--- src/rtl/trigger_sequencer.sv ---
// Multi-stage trigger sequencer: ordered source edges, each later stage inside a cycle window.
// Emits a one-cycle O_trigger on a full match and a one-cycle O_timeout on window expiry.
module trigger_sequencer #(
  parameter int unsigned NUM_SRC    = 8,
  parameter int unsigned NUM_STAGES = 4,
  parameter int unsigned CNT_W      = 16,
  localparam int unsigned SELW      = $clog2(NUM_SRC),
  localparam int unsigned STW       = $clog2(NUM_STAGES)
) (
  input  logic                        clk,
  input  logic                        reset,
  input  logic                        I_arm,
  input  logic [NUM_SRC-1:0]          I_src,
  input  logic [NUM_STAGES*SELW-1:0]  I_stage_sel,
  input  logic [STW:0]                I_num_stages,
  input  logic [NUM_STAGES*CNT_W-1:0] I_window_min,
  input  logic [NUM_STAGES*CNT_W-1:0] I_window_max,
  output logic                        O_trigger,
  output logic                        O_timeout,
  output logic [STW-1:0]              O_stage,
  output logic                        O_busy
);

  typedef enum logic [1:0] {IDLE, WAIT, FIRE} state_t;

  state_t             state_q, state_d;
  logic [STW-1:0]     stage_d;
  logic [CNT_W-1:0]   cnt_q, cnt_d;
  logic [NUM_SRC-1:0] src_prev;
  logic               trig_d, tmo_d;

  logic [NUM_SRC-1:0] rise;
  logic [SELW-1:0]    cur_sel;
  logic [CNT_W-1:0]   cur_min, cur_max;
  logic [STW-1:0]     last_stage;
  logic               cur_rise, in_window, accept, expire;

  assign rise = I_src & ~src_prev;

  // Per-stage configuration of the stage currently being waited on
  always_comb begin
    cur_sel  = I_stage_sel[SELW*32'(O_stage) +: SELW];
    cur_min  = I_window_min[CNT_W*32'(O_stage) +: CNT_W];
    cur_max  = I_window_max[CNT_W*32'(O_stage) +: CNT_W];
    cur_rise = rise[cur_sel];
  end

  // Clamp the requested stage count to 1..NUM_STAGES
  always_comb begin
    if (I_num_stages == '0) begin
      last_stage = '0;
    end else if (32'(I_num_stages) >= NUM_STAGES) begin
      last_stage = STW'(NUM_STAGES - 1);
    end else begin
      last_stage = STW'(I_num_stages - 1'b1);
    end
  end

  // Stage 0 has no window; a rise at the max boundary beats the timeout
  always_comb begin
    in_window = (cnt_q >= cur_min) && ((cur_max == '0) || (cnt_q <= cur_max));
    accept    = cur_rise && ((O_stage == '0) || in_window);
    expire    = (O_stage != '0) && (cur_max != '0) && (cnt_q == cur_max);
  end

  always_comb begin
    state_d = state_q;
    stage_d = O_stage;
    cnt_d   = cnt_q;
    trig_d  = 1'b0;
    tmo_d   = 1'b0;
    if (!I_arm) begin
      state_d = IDLE;
      stage_d = '0;
      cnt_d   = '0;
    end else begin
      case (state_q)
        IDLE: begin
          state_d = WAIT;
          stage_d = '0;
          cnt_d   = '0;
        end
        WAIT: begin
          if (accept) begin
            cnt_d = '0;
            if (O_stage >= last_stage) begin
              state_d = FIRE;
              stage_d = '0;
            end else begin
              stage_d = O_stage + STW'(1);
            end
          end else if (expire) begin
            stage_d = '0;
            cnt_d   = '0;
            tmo_d   = 1'b1;
          end else if ((O_stage != '0) && (cnt_q != '1)) begin
            cnt_d = cnt_q + CNT_W'(1);
          end
        end
        FIRE: begin
          // Rises sampled here are dropped; sequence restarts at stage 0
          trig_d  = 1'b1;
          state_d = WAIT;
          stage_d = '0;
          cnt_d   = '0;
        end
        default: begin
          state_d = IDLE;
          stage_d = '0;
          cnt_d   = '0;
        end
      endcase
    end
  end

  // src_prev resets high so a source already asserted out of reset is not an edge
  always_ff @(posedge clk or posedge reset) begin
    if (reset) begin
      state_q   <= IDLE;
      O_stage   <= '0;
      cnt_q     <= '0;
      src_prev  <= '1;
      O_trigger <= 1'b0;
      O_timeout <= 1'b0;
      O_busy    <= 1'b0;
    end else begin
      state_q   <= state_d;
      O_stage   <= stage_d;
      cnt_q     <= cnt_d;
      src_prev  <= I_src;
      O_trigger <= trig_d;
      O_timeout <= tmo_d;
      O_busy    <= (stage_d != '0);
    end
  end

endmodule

--- config.mk ---
export PLATFORM = sky130hd
export DESIGN_NAME = trigger_sequencer
export DESIGN_NICKNAME = d
export VERILOG_FILES = /design/src/rtl/trigger_sequencer.sv
export SDC_FILE = /design/constraint.sdc
export NUM_CORES = 1
export LEC_CHECK = 0
export CORE_ASPECT_RATIO = 2
export CORE_MARGIN = 2
export CORE_UTILIZATION = 43
export DETAILED_ROUTE_END_ITERATION = 7
export PLACE_DENSITY = 0.85
export SETUP_SLACK_MARGIN = 0.02
export SLEW_MARGIN = 0
export SYNTH_ARGS = -nofsm -noshare
export SYNTH_HDL_FRONTEND = slang
export SYNTH_SLANG_ARGS = --single-unit
--- constraint.sdc ---
create_clock -name clk -period 4.6 [get_ports clk]
set_input_delay 0.92 -clock clk [delete_from_list [all_inputs] [get_ports clk]]
set_output_delay 0.92 -clock clk [all_outputs]
set_load 0.05 [all_outputs]
Yosys cells after proc, flatten, opt, wreduce, memory -nomap -nowiden
Index checks and enable logic that the tools add are counted.

word-level totals
  register bits = 31
  bits of input ports = 154
  output and inout bits = 5
  logic and storage cells = 68

operators by class
  add/subtract/negate cells = 3
  $mul = 1
  $lt $le $gt $ge = 5
  eq/ne operators = 7
  shift-type cells = 3
  mux-type cells = 24
  bitwise logic cells = 2
  reduce and logical (&&, ||, !) cells = 16

operators by type and width
  cell                     count
  $shiftx A64 B7 Y16       2
  $mux W16                 5
  $mux W2                  10
  $add A16 B1 Y16 const B  1
  $eq A16 B16 Y1           1
  $ge A16 B16 Y1           1
  $le A16 B16 Y1           1
  $logic_not A16 Y1        1
  $ne A16 B16 Y1 const B   1
  $reduce_bool A16 Y1      1
  $shiftx A12 B5 Y3        1
  $and A8 B8 Y8            1
  $not A8 Y8               1
  $mux W1                  7
  $ne A3 B3 Y1 const B     2
  $logic_and A1 B1 Y1      5
  $ne A5 B5 Y1 const B     1
  $logic_not A2 Y1         2
  $lt A3 B4 Y1 const B     1
  $mul A2 B2 Y4 const A    1
  $pmux W2 S2              1
  $reduce_bool A2 Y1       2
  $bmux W1 S3              1
  $ge A3 B3 Y1 const B     1
  other kinds (9)          10

Depth between registers and ports, before layout
Gate-level depths: netlist of run 1.

  word-level depth = 10
  depth in mapped cells = 14
  gate-level depth less buffers = 9

Worst setup path after synthesis of run 1
Ideal clock, no wire load.

  path type = reg2reg
  start = register O_stage[0]
  end = register O_timeout
  setup time = 87 ps
  arrival = 4000 ps
  required time = 4513 ps
  path slack = 513 ps
  stages on the path, launching flop included = 14
  buffers on the path = 5
  period minus slack after synthesis = 4087 ps
  cell sequence = dfrtp_1 buf_6 buf_12 buf_2 clkbuf_1 mux4_2 ha_1 nand2b_1 a2111oi_0 o311ai_0 o31a_1 o211a_4 buf_4 nor3_1

between the ends
  word-level cells in the longest chain between the ends = 9
  elaborated cells on any way between the ends = 23
  classes of those cells = mul (1); order compare (2); eq/ne (1); shift (3); mux (6); reduce/logical (10)

RTL lines
  item                                                 line  source
  start, declared                                      20    output logic [STW-1:0] O_stage,
  start signal, assigned                               128   O_stage <= stage_d;
  $shiftx A64 B7 Y16                                   44    cur_max = I_window_max[CNT_W*32'(O_stage) +: CNT_W];
  $le A16 B16 Y1 or $logic_not A16 Y1 (tied branches)  61    in_window = (cnt_q >= cur_min) && ((cur_max == '0) || (cnt_q <= cur_max));
  $logic_or A1 B1 Y1                                   61
  $logic_and A1 B1 Y1                                  61
  $logic_or A1 B1 Y1                                   62    accept = cur_rise && ((O_stage == '0) || in_window);
  $logic_and A1 B1 Y1                                  62
  $mux W1 (*)                                          84    if (accept) begin
  $mux W1 (*)                                          77    case (state_q)
  $mux W1 (*)                                          72    if (!I_arm) begin
  via tmo_d                                            30    logic trig_d, tmo_d;
  end signal, assigned                                 132   O_timeout <= tmo_d;
  end, declared                                        19    output logic O_timeout,

The timed path passes the listed nets; every way through them passes the cells marked *. The select of a mux whose other input is x is not followed.
A chain may end at the register's enable or synchronous reset.

Worst setup path in the final report of run 1
  start = input port I_window_max[12]
  end = register O_stage[0]

between the ends
  word-level cells in the longest chain between the ends = 9
  elaborated cells on any way between the ends = 15
  classes of those cells = order compare (1); eq/ne (1); shift (1); mux (4); reduce/logical (8)

RTL lines
  item                                                 line  source
  start, declared                                      17    input logic [NUM_STAGES*CNT_W-1:0] I_window_max,
  $shiftx A64 B7 Y16 (*)                               44
  $le A16 B16 Y1 or $logic_not A16 Y1 (tied branches)  61
  $logic_or A1 B1 Y1                                   61
  $logic_and A1 B1 Y1                                  61
  $logic_or A1 B1 Y1                                   62
  $logic_and A1 B1 Y1                                  62
  $mux W2 (*)                                          84
  $mux W2 (*)                                          77
  $mux W2 (*)                                          72
  via stage_d[0]                                       27    logic [STW-1:0] stage_d;

The timed path passes the listed nets; every way through them passes the cells marked *.

==> summary.txt, run 1 <==
Status
  • Run status: completed

Clock network
  • Clk slew on worst S/H paths: 0.05 ns
  • TritonCTS clock tree: built
  • Quantity of hold-fixing buffers added after cts: 0
  • Insertion delay of the later-clocked pin in the worst-skew pair: 0.28 ns
  • Maximum count of clock buffers along a single path: 2
  • Number of buffers added by the clock tree synthesis step: 5
  • Root cell of the clock tree: clkbuf_16
  • Post-CTS setup buffer count: 0
  • Post-cts sizing count: 0
  • Number of sinks driven by the clock tree: 31
  • CTS H-tree depth: 2

Worst setup path
  • R2R Path End: O_stage[0]$_DFF_PP0_
  • Startpoint of the worst register-to-register path: O_stage[0]$_DFF_PP0_
  • Crit path max fanout: 22
  • Worst Path Required: between 4 and 5 ns
  • Data arrival, critical path: 4.00 ns
  • Worst R2R Setup Slack: about 1 ns
  • Cell depth of the worst flop-to-flop path: 10
  • Worst setup SP type: input port
  • Setup Crit Path Kind: in -> reg
  • Critical path capture point type: flip-flop

Route
  • Average wire length per cell after detail routing: 17.4 µm
  • Count of TritonRoute iterations in the first routing pass: 4
  • Vias per cell: 5.72
  • Routed wire length: 9930 µm
  • Initial detailed-routing violation count: 94
  • Via count of the routed design: ~3.3k
  • Detailed-route DRC error count: 0
  • Final ANT Viol Nets: 0

Synth
  • Leading post-synthesis cells by cell area: mux4_2, dfrtp_1, ha_1
  • Yosys top cell area share: 17.6%
  • Count of state elements after synthesis: 31
  • Post-synth EDFFs: 0
  • Unique masters post-synth: 52
  • Netlist area before placement: approximately 3400 µm²
  • Number of warnings issued by yosys: 0
  • Count of mapped cells out of synthesis: 320
  • Sequential-to-total area share from yosys stat: between 20% and 30%
  • Net count of the mapped netlist: 511
  • Most instantiated flip-flop cell in the synthesis netlist: dfrtp_1
  • Share of flip-flops with an asynchronous set or reset: 100%
  • Per-instance average area after synthesis: between 10 and 15 µm²
  • Synth area leader: mux4_2

Timing
  • Crit share post-route: slightly above 80%
  • Total Negative Setup Slacks: 0 ns
  • Worst Clk Skew: 0.00437 ns
  • Worst max-slew margin expressed relative to the limit: 42.7%
  • Total of endpoints with negative setup slack in the final report: 0
  • Unrepaired setup endpoints after global routing: false
  • Slew of the pin with the lowest slew margin: 0.860 ns
  • Slew Viols, Final: 0
  • Hold Vio Cnt, Final: 0
  • Upper clock frequency limit: 262 MHz
  • Minimum clock period: between 3 and 4 ns
  • Final-layout worst hold slack: around 0.51 ns

Min path
  • HP Class: reg -> reg
  • Endpoint of the worst hold path: state_q[0]$_DFFE_PP0P_
  • Hold Crit Start: state_q[0]$_DFFE_PP0P_
  • Number of cells on the worst hold path: 1

Layout
  • Finished Layout Cells: between 500 and 600
  • Proportion of layout cells with a drive suffix above 1: 14.1%
  • Number of antenna cells inserted: 0
  • Post-layout nets: 665
  • Commonest non-fill, non-tap cell in the layout: clkdlybuf4s50_1
  • Area grow syn2layout: 53.0%
  • Top library cells by usage in the layout, fill and taps aside: clkdlybuf4s50_1, inv_1, ha_1

Global route
  • Gr usage total: 23.8%
  • Number of antenna violations at the first check in global routing: 0
  • Remaining Overflow, GRT: 0
  • Number of global-route vias before repair: 3598
  • Wire length of the first global-routing pass: 15900 µm
  • Pin count of the biggest net entering global routing: 39

Power and ir drop
  • Total power per unit cell area: 208 nW/µm²
  • VDD IR max: 0.136 mV
  • Standby leakage power: 2.15 nW

Die
  • Cell row count: 46
  • Starting density of the core: 43.7%
  • Total core area: 7890 µm²
  • Die height: 131 µm
  • Die area: roughly 9000 µm²
  • X dimension of the die: 67.3 µm
  • Number of ports placed on the die boundary: 159

Placement
  • Port-buffer cells: 158
  • Post-DP HPWL: about 8400 µm
  • Gpl congestion: 0.935
  • Cell total after placement: 563

Job
  • # Max-Cap Violations: 0
[area by class of cell]
class	instances	area, µm²
clock buffers	6	129
clock inverters	2	60.1
fillers	590	2610
inverters	42	158
multi-input cells	233	2400
flip-flops and latches	31	787
well taps	96	120
repair buffers	161	1620
[metal layers]
metal | GRT usage [%] | vias to the layer above | wire (µm)
met5 | 0 | - | 0
met4 | 13.6 | 0 | 388
met2 | 45.5 | 150 | 5870
met1 | 23.2 | 1551 | 3150
met3 | 3.34 | 24 | 517
li1 | - | 1540 | -
[sequential cells by signal, summed over array words and instances, names as in the netlist]
register / cells
cnt_q: 16
src_prev: 8
O_stage: 2
state_q: 2
O_busy: 1
O_timeout: 1
O_trigger: 1
[cells by family (layout without fill, tap and decap cells)]
group | after synthesis | in the layout | share of synthesized area [%]
multiplexers | 41 | 41 | 25.5
XOR/XNOR | 11 | 11 | 2.79
flip-flops | 31 | 31 | 22.8
AO/OA/AOI/OAI | 46 | 46 | 10.2
AND/OR/NAND/NOR | 98 | 98 | 17.8
buffers and inverters | 56 | 211 | 7.47
adder cells (fa/ha/maj) | 37 | 37 | 13.4
[power breakdown]
part	internal, mW	switching [mW]
logic	0.224	0.158
registers	0.283	0.00477
clock network	0.310	0.116
total	0.818	0.278
[worst max-delay path: stages]
cell and delay [ns]:
clkdlybuf4s50_1 0.44, mux4_2 0.49, inv_1 0.08, ha_1 0.12, nand4_1 0.18, nor4_1 0.79
nor2_1 0.08, o41ai_1 0.15, o211a_4 0.47, mux2i_1 0.27
[Yosys cell counts (all sizes together) (7+ instances only)]
cell and n:
nor4 7, nand4 11, dfrtp 23, a21oi 11
mux4 35, xnor2 9, nor3 21, nand2 13
nor2 14, nand3 9, buf 10, ha 37
dfstp 8, inv 42, a21o 8
[per-stage QoR]
step	setup slack [ns]	instance area (µm²)	power [mW]	utilization (%)
final	0.785	5280	1.10	66.9
after detailed placement	0.619	5090	0.674	64.5
after CTS	0.842	5280	1.11	66.9
after global placement	0.716	5090	0.665	64.5
after floorplan	0.513	3450	0.509	-
after global routing	0.649	5280	1.15	66.9
[worst max-delay path by stage]
stage	cells after the start	startpoint	slack, ns	to
global route	10	I_window_max[47]	0.65	O_stage[0]$_DFF_PP0_
CTS	10	I_window_max[26]	0.84	O_stage[0]$_DFF_PP0_
detailed placement	10	I_window_max[26]	0.62	O_stage[0]$_DFF_PP0_
finish	10	I_window_max[12]	0.78	O_stage[0]$_DFF_PP0_
floorplan	13	O_stage[0]$_DFF_PP0_	0.51	O_timeout$_DFF_PP0_
global placement	10	I_window_max[10]	0.72	O_stage[0]$_DFF_PP0_
Note: power is estimated with default switching activity, not from simulation.
==> run 2: changes to the inputs <==
==> constraint.sdc (replaced) <==
create_clock -name clk -period 3.55 [get_ports clk]
set_input_delay 0.71 -clock clk [delete_from_list [all_inputs] [get_ports clk]]
set_output_delay 0.71 -clock clk [all_outputs]
set_load 0.05 [all_outputs]
==> run 2 against run 1 <==
  * Count of clock-buffer cells in the layout rose by 2
  * Register-to-register slack worse by 0.67 ns
  * Clock power rose by 4%
  * Utilization up 0.97 points
  * Power up 23%
  * Non-clock buffer count increased by 11
  * Sequential cell count is the same
  * Sequential power increased by 30%
  * Largest cell class unchanged
==> summary.txt, run 2 (synthesized netlist as in run 1, its figures left out) <==
Power and ir drop
  • Switching fraction of total power: 27.1% (+1.8 points)
  • Standby leakage power: 2.20 nW (+2.2%)
  • Net switching power of the design: 0.366 mW (+32%)
  • Internal Power: 0.983 mW (+20%)
  • Total power per unit cell area: 252 nW/µm² (+21%)
  • Power share of the clock group: 33.0% (-5.9 points)
  • Combinational power share: 39.4% (+4.5 points)
  • Sequential fraction of design power: 27.6% (+1.3 points)
  • Power after layout: 1.35 mW (+23%)
  • VDD IR max: 0.171 mV (+25%)

Route
  • Detailed-route DRC error count: 0 (unchanged)
  • Count of TritonRoute iterations in the first routing pass: 5 (+1)
  • Average wire length per cell after detail routing: 17.9 µm (+3.0%)
  • Vias per cell: 5.77 (+0.96%)
  • Routed wire length: 10400 µm (+5.0%)
  • Final ANT Viol Nets: 0 (unchanged)
  • Via count of the routed design: 3360 (+2.9%)
  • Initial detailed-routing violation count: 123 (+31%)

Global route
  • Number of global-route vias before repair: 3562 (-1.0%)
  • Number of antenna violations at the first check in global routing: 0 (unchanged)
  • Wire length of the first global-routing pass: 16200 µm (+1.9%)
  • Pin count of the biggest net entering global routing: 33 (-15%)
  • Remaining Overflow, GRT: 0 (unchanged)
  • Gr usage total: 24.4% (+0.62 points)

Layout
  • Register bank with the most flops: cnt_q
  • Area grow syn2layout: 55.2%
  • Share of the core filled with cells: 67.9% (+0.97 points)
  • Largest registers: cnt_q: 16 flops, src_prev: 8 flops
  • Proportion of layout cells with a drive suffix above 1: 16.3% (+2.1 points)
  • Top library cells by usage in the layout, fill and taps aside: clkdlybuf4s50_1, inv_1, ha_1
  • Post-layout nets: 676 (+1.7%)
  • Number of antenna cells inserted: 0 (unchanged)
  • Number of filler instances in the final layout: 617 (+4.6%)
  • Post-route standard cell area excluding fillers: 5350 µm² (+1.4%)
  • Flip-flop count of the largest register, all copies and words added: 16 (unchanged)
  • Commonest non-fill, non-tap cell in the layout: clkdlybuf4s50_1
  • Finished Layout Cells: 582 (+1.9%)

Worst setup path
  • Critical path capture point type: flip-flop
  • Worst Path Required: 3.73 ns (-1.05 ns)
  • Data arrival, critical path: 3.51 ns (-0.49 ns)
  • Crit path max fanout: 16 (-27%)
  • Setup Crit Path Kind: in -> reg
  • Worst setup SP type: input port

Die
  • Number of ports placed on the die boundary: 159 (unchanged)
  • Die height: 131 µm (unchanged)
  • Total core area: 7890 µm² (unchanged)
  • Cell row count: 46 (unchanged)
  • Starting density of the core: 43.7% (unchanged)
  • Die area: 8790 µm² (unchanged)
  • X dimension of the die: 67.3 µm (unchanged)

Timing
  • Hold Vio Cnt, Final: 0 (unchanged)
  • Final setup slack of the worst path: 0.222 ns (-0.563 ns)
  • Worst Clk Skew: 0.00272 ns (-0.00166 ns)
  • Upper clock frequency limit: approximately 300 MHz
  • Slew Viols, Final: 0 (unchanged)
  • Total Negative Setup Slacks: 0 ns (unchanged)
  • Final-layout worst hold slack: 0.498 ns (-0.0122 ns)
  • Slew of the pin with the lowest slew margin: 0.828 ns (-0.0317 ns)
  • Minimum clock period: 3.33 ns
  • Worst max-slew margin expressed relative to the limit: 44.8% (+2.1 points)
  • Unrepaired setup endpoints after global routing: false
  • Total of endpoints with negative setup slack in the final report: 0 (unchanged)
  • Crit share post-route: 93.7%

Placement
  • Worst Setup Slack post-DPL: -0.0612 ns (-0.680 ns)
  • Post-DP HPWL: 8940 µm (+6.8%)
  • Cell total after placement: 574 (+2.0%)
  • Gpl congestion: 0.899 (-3.8%)
  • Area post-placement: 5190 µm² (+2.1%)
  • Port-buffer cells: 158 (unchanged)

Clock network
  • Post-CTS setup buffer count: 0 (unchanged)
  • Root cell of the clock tree: clkbuf_16
  • Post-cts sizing count: 0 (unchanged)
  • Insertion delay of the later-clocked pin in the worst-skew pair: 0.28 ns (about the same)
  • TritonCTS clock tree: built
  • Maximum count of clock buffers along a single path: 2 (unchanged)
  • CTS H-tree depth: 2 (unchanged)
  • Number of sinks driven by the clock tree: 31 (unchanged)
  • Clk slew on worst S/H paths: 0.05 ns (about the same)
  • Quantity of hold-fixing buffers added after cts: 0 (unchanged)
  • Number of buffers added by the clock tree synthesis step: 5 (unchanged)

Job
  • # Max-Cap Violations: 0 (unchanged)

Status
  • Run status: completed

Min path
  • HP Class: reg -> reg
run 2: changes by cell type in the layout (fill, tap and decap cells not counted), sizes merged:
cell / before / now
bufinv: 2 / 0
buf: 3 / 14
clkbuf: 6 / 8
run 2: area by class of cell:
| cell class | count | area [µm²] | share of cell area (%) |
|---|---|---|---|
| timing repair buffer | 172 | 1720 | 32.2 |
| multi-input combinational | 233 | 2400 | 44.9 |
| inverter | 42 | 158 | 2.95 |
| clock buffer | 8 | 156 | 2.92 |
| sequential | 31 | 788 | 14.7 |
| tap | 96 | 120 | 2.24 |
run 2: power by group through the flow:
stage | Clock [mW] | Combinational (mW) | Sequential [mW]
4_1_cts | 0.449 | 0.536 | 0.373
3_3_place_gp | 0 | 0.514 | 0.378
5_1_grt | 0.461 | 0.574 | 0.374
2_1_floorplan | 0 | 0.279 | 0.386
3_5_place_dp | 0 | 0.533 | 0.378
6_report | 0.445 | 0.532 | 0.373
run 2: worst paths after layout:
kind	startpoint	endpoint	slack (ns)	cells after the start
setup reg to reg	O_stage[0]$_DFF_PP0_	cnt_q[10]$_DFFE_PP0P_	0.35	10
hold reg to reg	state_q[0]$_DFFE_PP0P_	state_q[0]$_DFFE_PP0P_	0.50	1
min in group asynchronous	reset	state_q[0]$_DFFE_PP0P_	0.78	2
hold / removal	state_q[0]$_DFFE_PP0P_	state_q[0]$_DFFE_PP0P_	0.50	1
setup / recovery	I_window_min[48]	cnt_q[10]$_DFFE_PP0P_	0.22	10
max in group asynchronous	reset	src_prev[2]$_DFF_PP1_	2.07	3
run 2: critical path: stages:
cell and delay (ns):
clkdlybuf4s50_1 0.41, mux4_2 0.49, ha_1 0.28, nand2b_1 0.13, a2111oi_0 0.42, o311ai_0 0.19, o31a_1 0.27, o211a_4 0.16
buf_12 0.16, nor4_2 0.27
run 2: layer usage:
metal	vias to the layer above	part of all wire [%]	track usage, %
li1	1562	-	-
met1	1600	31	22.0
met2	165	59	49.6
met3	33	5.6	3.08
met4	0	4.4	12.6
met5	-	0	0
